==> src/rtl/elevator_pkg.sv <==
// Shared types and default timing constants for the elevator timer.
package elevator_pkg;

  typedef enum logic [1:0] {
    IDLE  = 2'd0,
    COUNT = 2'd1,
    DONE  = 2'd2
  } timer_state_e;

  localparam int DEF_PRESCALE     = 4;
  localparam int DEF_DWELL_TICKS  = 8;
  localparam int DEF_TRAVEL_TICKS = 12;

  function automatic int max_int(input int a, input int b);
    return (a > b) ? a : b;
  endfunction

endpackage

==> src/rtl/elevator_prescaler.sv <==
// Cycle prescaler: down-counter that wraps to PRESCALE-1; tick_o is high while it sits at 0.
module elevator_prescaler #(
  parameter int PRESCALE = 4
) (
  input  logic clk_i,
  input  logic rst_ni,
  input  logic load_i,
  input  logic en_i,
  output logic tick_o
);

  // A prescale of 1 still needs a 1-bit counter; it simply stays at 0.
  localparam int PW = (PRESCALE > 1) ? $clog2(PRESCALE) : 1;
  localparam logic [PW-1:0] RELOAD = PW'(PRESCALE - 1);

  logic [PW-1:0] cnt;

  always_ff @(posedge clk_i) begin
    if (!rst_ni) begin
      cnt <= '0;
    end else if (load_i || (en_i && tick_o)) begin
      cnt <= RELOAD;
    end else if (en_i) begin
      cnt <= cnt - PW'(1);
    end
  end

  assign tick_o = (cnt == '0);

endmodule

==> src/rtl/elevator_timer.sv <==
// Door-dwell / travel duration timer answering the elevator FSM's counter_init with counter_done.
// Optional door-hold extension compiled in with ELEVATOR_TIMER_HOLD_EN.
//
// state | meaning
// IDLE  | waiting for counter_init
// COUNT | timing the selected duration
// DONE  | one-cycle expiry pulse
module elevator_timer
  import elevator_pkg::*;
#(
  parameter int PRESCALE     = DEF_PRESCALE,
  parameter int DWELL_TICKS  = DEF_DWELL_TICKS,
  parameter int TRAVEL_TICKS = DEF_TRAVEL_TICKS,
  parameter int CNT_W        = $clog2(max_int(DWELL_TICKS, TRAVEL_TICKS) + 1)
) (
  input  logic             clk_i,
  input  logic             rst_ni,
  input  logic             counter_init_i,
  input  logic             sel_travel_i,
  input  logic             hold_i,
  output logic             counter_done_o,
  output logic             busy_o,
  output logic [CNT_W-1:0] remaining_o
);

  if (PRESCALE < 1 || DWELL_TICKS < 1 || TRAVEL_TICKS < 1) begin : g_param_check
    $error("elevator_timer: PRESCALE, DWELL_TICKS and TRAVEL_TICKS must all be >= 1");
  end

  localparam logic [CNT_W-1:0] DWELL_LOAD  = CNT_W'(DWELL_TICKS);
  localparam logic [CNT_W-1:0] TRAVEL_LOAD = CNT_W'(TRAVEL_TICKS);

  timer_state_e     state, state_next;
  logic [CNT_W-1:0] tick_cnt;
  logic             mode_travel;
  logic             tick;
  logic             hold_reload;
  logic             expire;

`ifdef ELEVATOR_TIMER_HOLD_EN
  assign hold_reload = (state == COUNT) && hold_i && !mode_travel && !counter_init_i;
`else
  logic hold_unused;
  assign hold_reload = 1'b0;
  assign hold_unused = hold_i ^ mode_travel;
`endif

  assign expire = (state == COUNT) && tick && (tick_cnt == CNT_W'(1));

  elevator_prescaler #(
    .PRESCALE(PRESCALE)
  ) u_prescaler (
    .clk_i  (clk_i),
    .rst_ni (rst_ni),
    .load_i (counter_init_i || hold_reload),
    .en_i   (state == COUNT),
    .tick_o (tick)
  );

  always_ff @(posedge clk_i) begin
    if (!rst_ni) begin
      state <= IDLE;
    end else begin
      state <= state_next;
    end
  end

  // Restart and hold both override expiry on the same edge.
  always_comb begin
    state_next = state;
    unique case (state)
      IDLE:    state_next = IDLE;
      COUNT:   if (expire) state_next = DONE;
      DONE:    state_next = IDLE;
      default: state_next = IDLE;
    endcase
    if (hold_reload)    state_next = COUNT;
    if (counter_init_i) state_next = COUNT;
  end

  always_ff @(posedge clk_i) begin
    if (!rst_ni) begin
      tick_cnt    <= '0;
      mode_travel <= 1'b0;
    end else if (counter_init_i) begin
      tick_cnt    <= sel_travel_i ? TRAVEL_LOAD : DWELL_LOAD;
      mode_travel <= sel_travel_i;
    end else if (hold_reload) begin
      tick_cnt <= DWELL_LOAD;
    end else if ((state == COUNT) && tick) begin
      tick_cnt <= tick_cnt - CNT_W'(1);
    end
  end

  assign counter_done_o = (state == DONE);
  assign busy_o         = (state == COUNT);
  assign remaining_o    = (state == COUNT) ? tick_cnt : '0;

endmodule
==> config.mk <==
export PLATFORM = sky130hd
export DESIGN_NAME = elevator_timer
export DESIGN_NICKNAME = d
export VERILOG_FILES = /design/src/rtl/elevator_pkg.sv /design/src/rtl/elevator_prescaler.sv /design/src/rtl/elevator_timer.sv
export SDC_FILE = /design/constraint.sdc
export NUM_CORES = 1
export LEC_CHECK = 0
export CAP_MARGIN = 20
export CORE_AREA = 4 4 41 43
export CTS_BUF_LIST = sky130_fd_sc_hd__clkbuf_8
export CTS_CLUSTER_SIZE = 16
export DETAILED_ROUTE_END_ITERATION = 6
export DIE_AREA = 0 0 45 47
export PLACE_DENSITY = 0.61
export RECOVER_POWER = 100
export SETUP_SLACK_MARGIN = 0.02
export SYNTH_ARGS = -nofsm -noshare
export SYNTH_HDL_FRONTEND = slang
export SYNTH_SLANG_ARGS = --single-unit
export TNS_END_PERCENT = 10
==> constraint.sdc <==
create_clock -name clk_i -period 1.6 [get_ports clk_i]
set_clock_uncertainty 0.1 [all_clocks]
set_input_delay 0.32 -clock clk_i [delete_from_list [all_inputs] [get_ports clk_i]]
set_output_delay 0.32 -clock clk_i [all_outputs]
set_load 0.02 [all_outputs]
==> results.py <==
metrics = {
    "run_status": {
        "status": "completed",
    },
    "die": {
        "core_area_sq_um": 1300,
        "initial_core_util_pct": 32.6,
        "rows": 13,
        "die_area_sq_um": 2120,
        "num_io_pins": 11,
        "die_w_um": 45,
        "fp.dieH_um": 47,
    },
    "drt": {
        "drt-initial-drc-count": 1,
        "vias_per_cell": 4.72,
        "drt-pass1-iter-count": 2,
        "vias": 387,
        "routed_wl_um": 874,
        "ant_nets": 0,
        "drcViolationCount": 0,
        "wl_per_cell_um": 10.7,
    },
    "cts": {
        "cts_resized": 20,
        "root_buffer": "clkbuf_8",
        "post-cts-setup-buffers": 0,
        "cts_hold_buffers": 0,
        "clkLatencyLatePin_ns": 0.23,
        "cts.sinks": 8,
        "cts_tree": "done",
        "clk_path_buf_depth": 2,
        "htree_levels": 1,
        "clkTransAtPathRegs_ns": 0.04,
        "cts_buffers": 3,
    },
    "placement": {
        "postPlaceCellArea_sq_um": 596,
        "place_inst": 79,
        "portBuffers": 9,
        "place.detailed.hpwl_um": 673,
        "gp_congestion": 0.718,
    },
    "critical_path": {
        "crit_path_start_kind": "flip-flop",
        "critical_path_arrival_ns": 1.11,
        "critPathMaxFanout": 6,
        "cp.required_ns": 1.18,
        "worstSetupEndpointType": "output pin",
        "crit_type": "reg -> out",
    },
    "sta": {
        "fin_crit_ns": 1.53,
        "setup_violations": 0,
        "min_period_over_period_pct": 95.8,
        "max_freq_mhz": 652,
        "rsz0062_at_grt": "yes",
        "setup-tns-final_ns": 0,
        "max_slew_margin_pct": 83.1,
        "slew_viol_final": 0,
        "hold_viol": 0,
        "worst_slew_pin_slew_ns": 0.254,
    },
    "global_routing": {
        "grt_max_degree": 7,
        "grt_overflow": 0,
        "grt_pass1_wl_um": 1520,
        "antenna_found_initial": 0,
        "grt_usage_pct": 10.4,
        "grt_pass1_vias": 366,
    },
    "finish": {
        "fin_area_sq_um": 613,
        "synthToLayoutAreaGrowth_pct": 44.5,
        "diodes": 0,
        "drive_gt1_share_pct": 25.4,
        "finalNetCount": 77,
        "fill_cells": 142,
        "final_core_util_pct": 47.1,
        "final_cell_count_no_fill": 82,
    },
    "synth": {
        "avgSynthCellArea_sq_um": 9.02,
        "yosysWarnings": 0,
        "yosysMostFrequentCell": "dfxtp_1",
        "netlist_area_sq_um": 424,
        "yosysSeqAreaShare_pct": 37.8,
        "netlist_instances": 47,
        "syn-num-nets": 55,
        "synthArstFlopShare_pct": 0,
        "synth_top_cell_by_area": "dfxtp_1",
        "synth_seq_cells": 8,
        "synth_commonest_cells": "dfxtp_1, inv_1, and2_1, ha_1, o21ai_0",
        "synth.area.top_cells": "dfxtp_1, ha_1, and2_1, inv_1, xnor2_1",
        "synth_edf_count": 0,
        "ys_types": 23,
        "synth_top_area_share_pct": 37.8,
        "synth_flop_cell": "dfxtp_1",
    },
    "power_and_ir_drop": {
        "powerDensity_nw_per_um2": 917,
        "ir_drop_v": 0.000459,
        "p_total_uw": 562,
        "p_leak_nw": 0.259,
    },
    "job": {
        "max-cap-violations": 0,
    },
    "hold_path": {
        "hold_path_class": "reg -> reg",
    },
}
==> placed cells by master, fill, tap and decap left out, drive strengths merged, types with 3 or more instances in the layout <==
cell / netlist / layout
buf: 1 / 9
inv: 5 / 5
dfxtp: 8 / 8
clkbuf: 0 / 9
and2: 4 / 4
ha: 3 / 3
o21ai: 3 / 3
==> power breakdown <==
group          switching, mW  leakage [nW]  total [mW]  internal, mW
sequential           0.00771        0.0662       0.221         0.213
clock                 0.0756        0.0216       0.238         0.163
combinational         0.0484         0.171       0.103        0.0548
total                  0.132         0.259       0.562         0.430
==> registers in the layout, summed over array words and instances, names as in the netlist <==
register and cells:
tick_cnt 4, state 2, u_prescaler.cnt 2
==> worst paths after layout <==
path         slack [ns]  depth (start not counted)                     start                        to
min reg2reg        0.45                          2  tick_cnt[1]$_SDFFE_PN0P_  tick_cnt[1]$_SDFFE_PN0P_
max reg2reg        0.24                          4  tick_cnt[2]$_SDFFE_PN0P_  tick_cnt[3]$_SDFFE_PN0P_
min                0.45                          2  tick_cnt[1]$_SDFFE_PN0P_  tick_cnt[1]$_SDFFE_PN0P_
max                0.07                          4     state[0]$_SDFFE_PN0P_            remaining_o[0]
==> logic make-up after synthesis <==
kind of cell,share of synthesized area [%]
adders and majority gates,8.85
xor gates and xnor gates,6.20
and+or+nand+nor,24.2
buffers and inverters,5.60
AOI/OAI and AO/OA,17.4
DFF,37.8
==> stage by stage <==
step / setup WS, ns / hold slack (ns)
2_1_floorplan: 0.222 / 0.348
3_3_place_gp: -0.183 / 0.435
3_5_place_dp: -0.180 / 0.451
4_1_cts: 0.0179 / 0.451
5_1_grt: 0.0211 / 0.513
6_report: 0.0673 / 0.450
==> critical path, stage by stage (launching register included) <==
cell and delay [ns]:
dfxtp_1 0.30, nor2b_4 0.12, buf_4 0.15, and2_2 0.19, buf_6 0.13
==> metal layers <==
| metal | GRT usage, % | vias to the layer above | wire length (um) | share of wire [%] |
|---|---|---|---|---|
| li1 | - | 205 | - | - |
| met1 | 11.9 | 168 | 398 | 46 |
| met2 | 16.4 | 10 | 400 | 46 |
| met3 | 3.45 | 4 | 56 | 6.4 |
| met4 | 7.02 | 0 | 19 | 2.2 |
| met5 | 0 | - | 0 | 0 |
==> final cells by class <==
type	instances	area, sq um	area share, %
tap	15	18.8	3.06
timing repair buffer	18	126	20.6
sequential	8	160	26.1
clock buffer	3	41.3	6.73
multi-input combinational	33	248	40.4
inverter	5	18.8	3.06
Note: power is estimated with default switching activity, not from simulation.
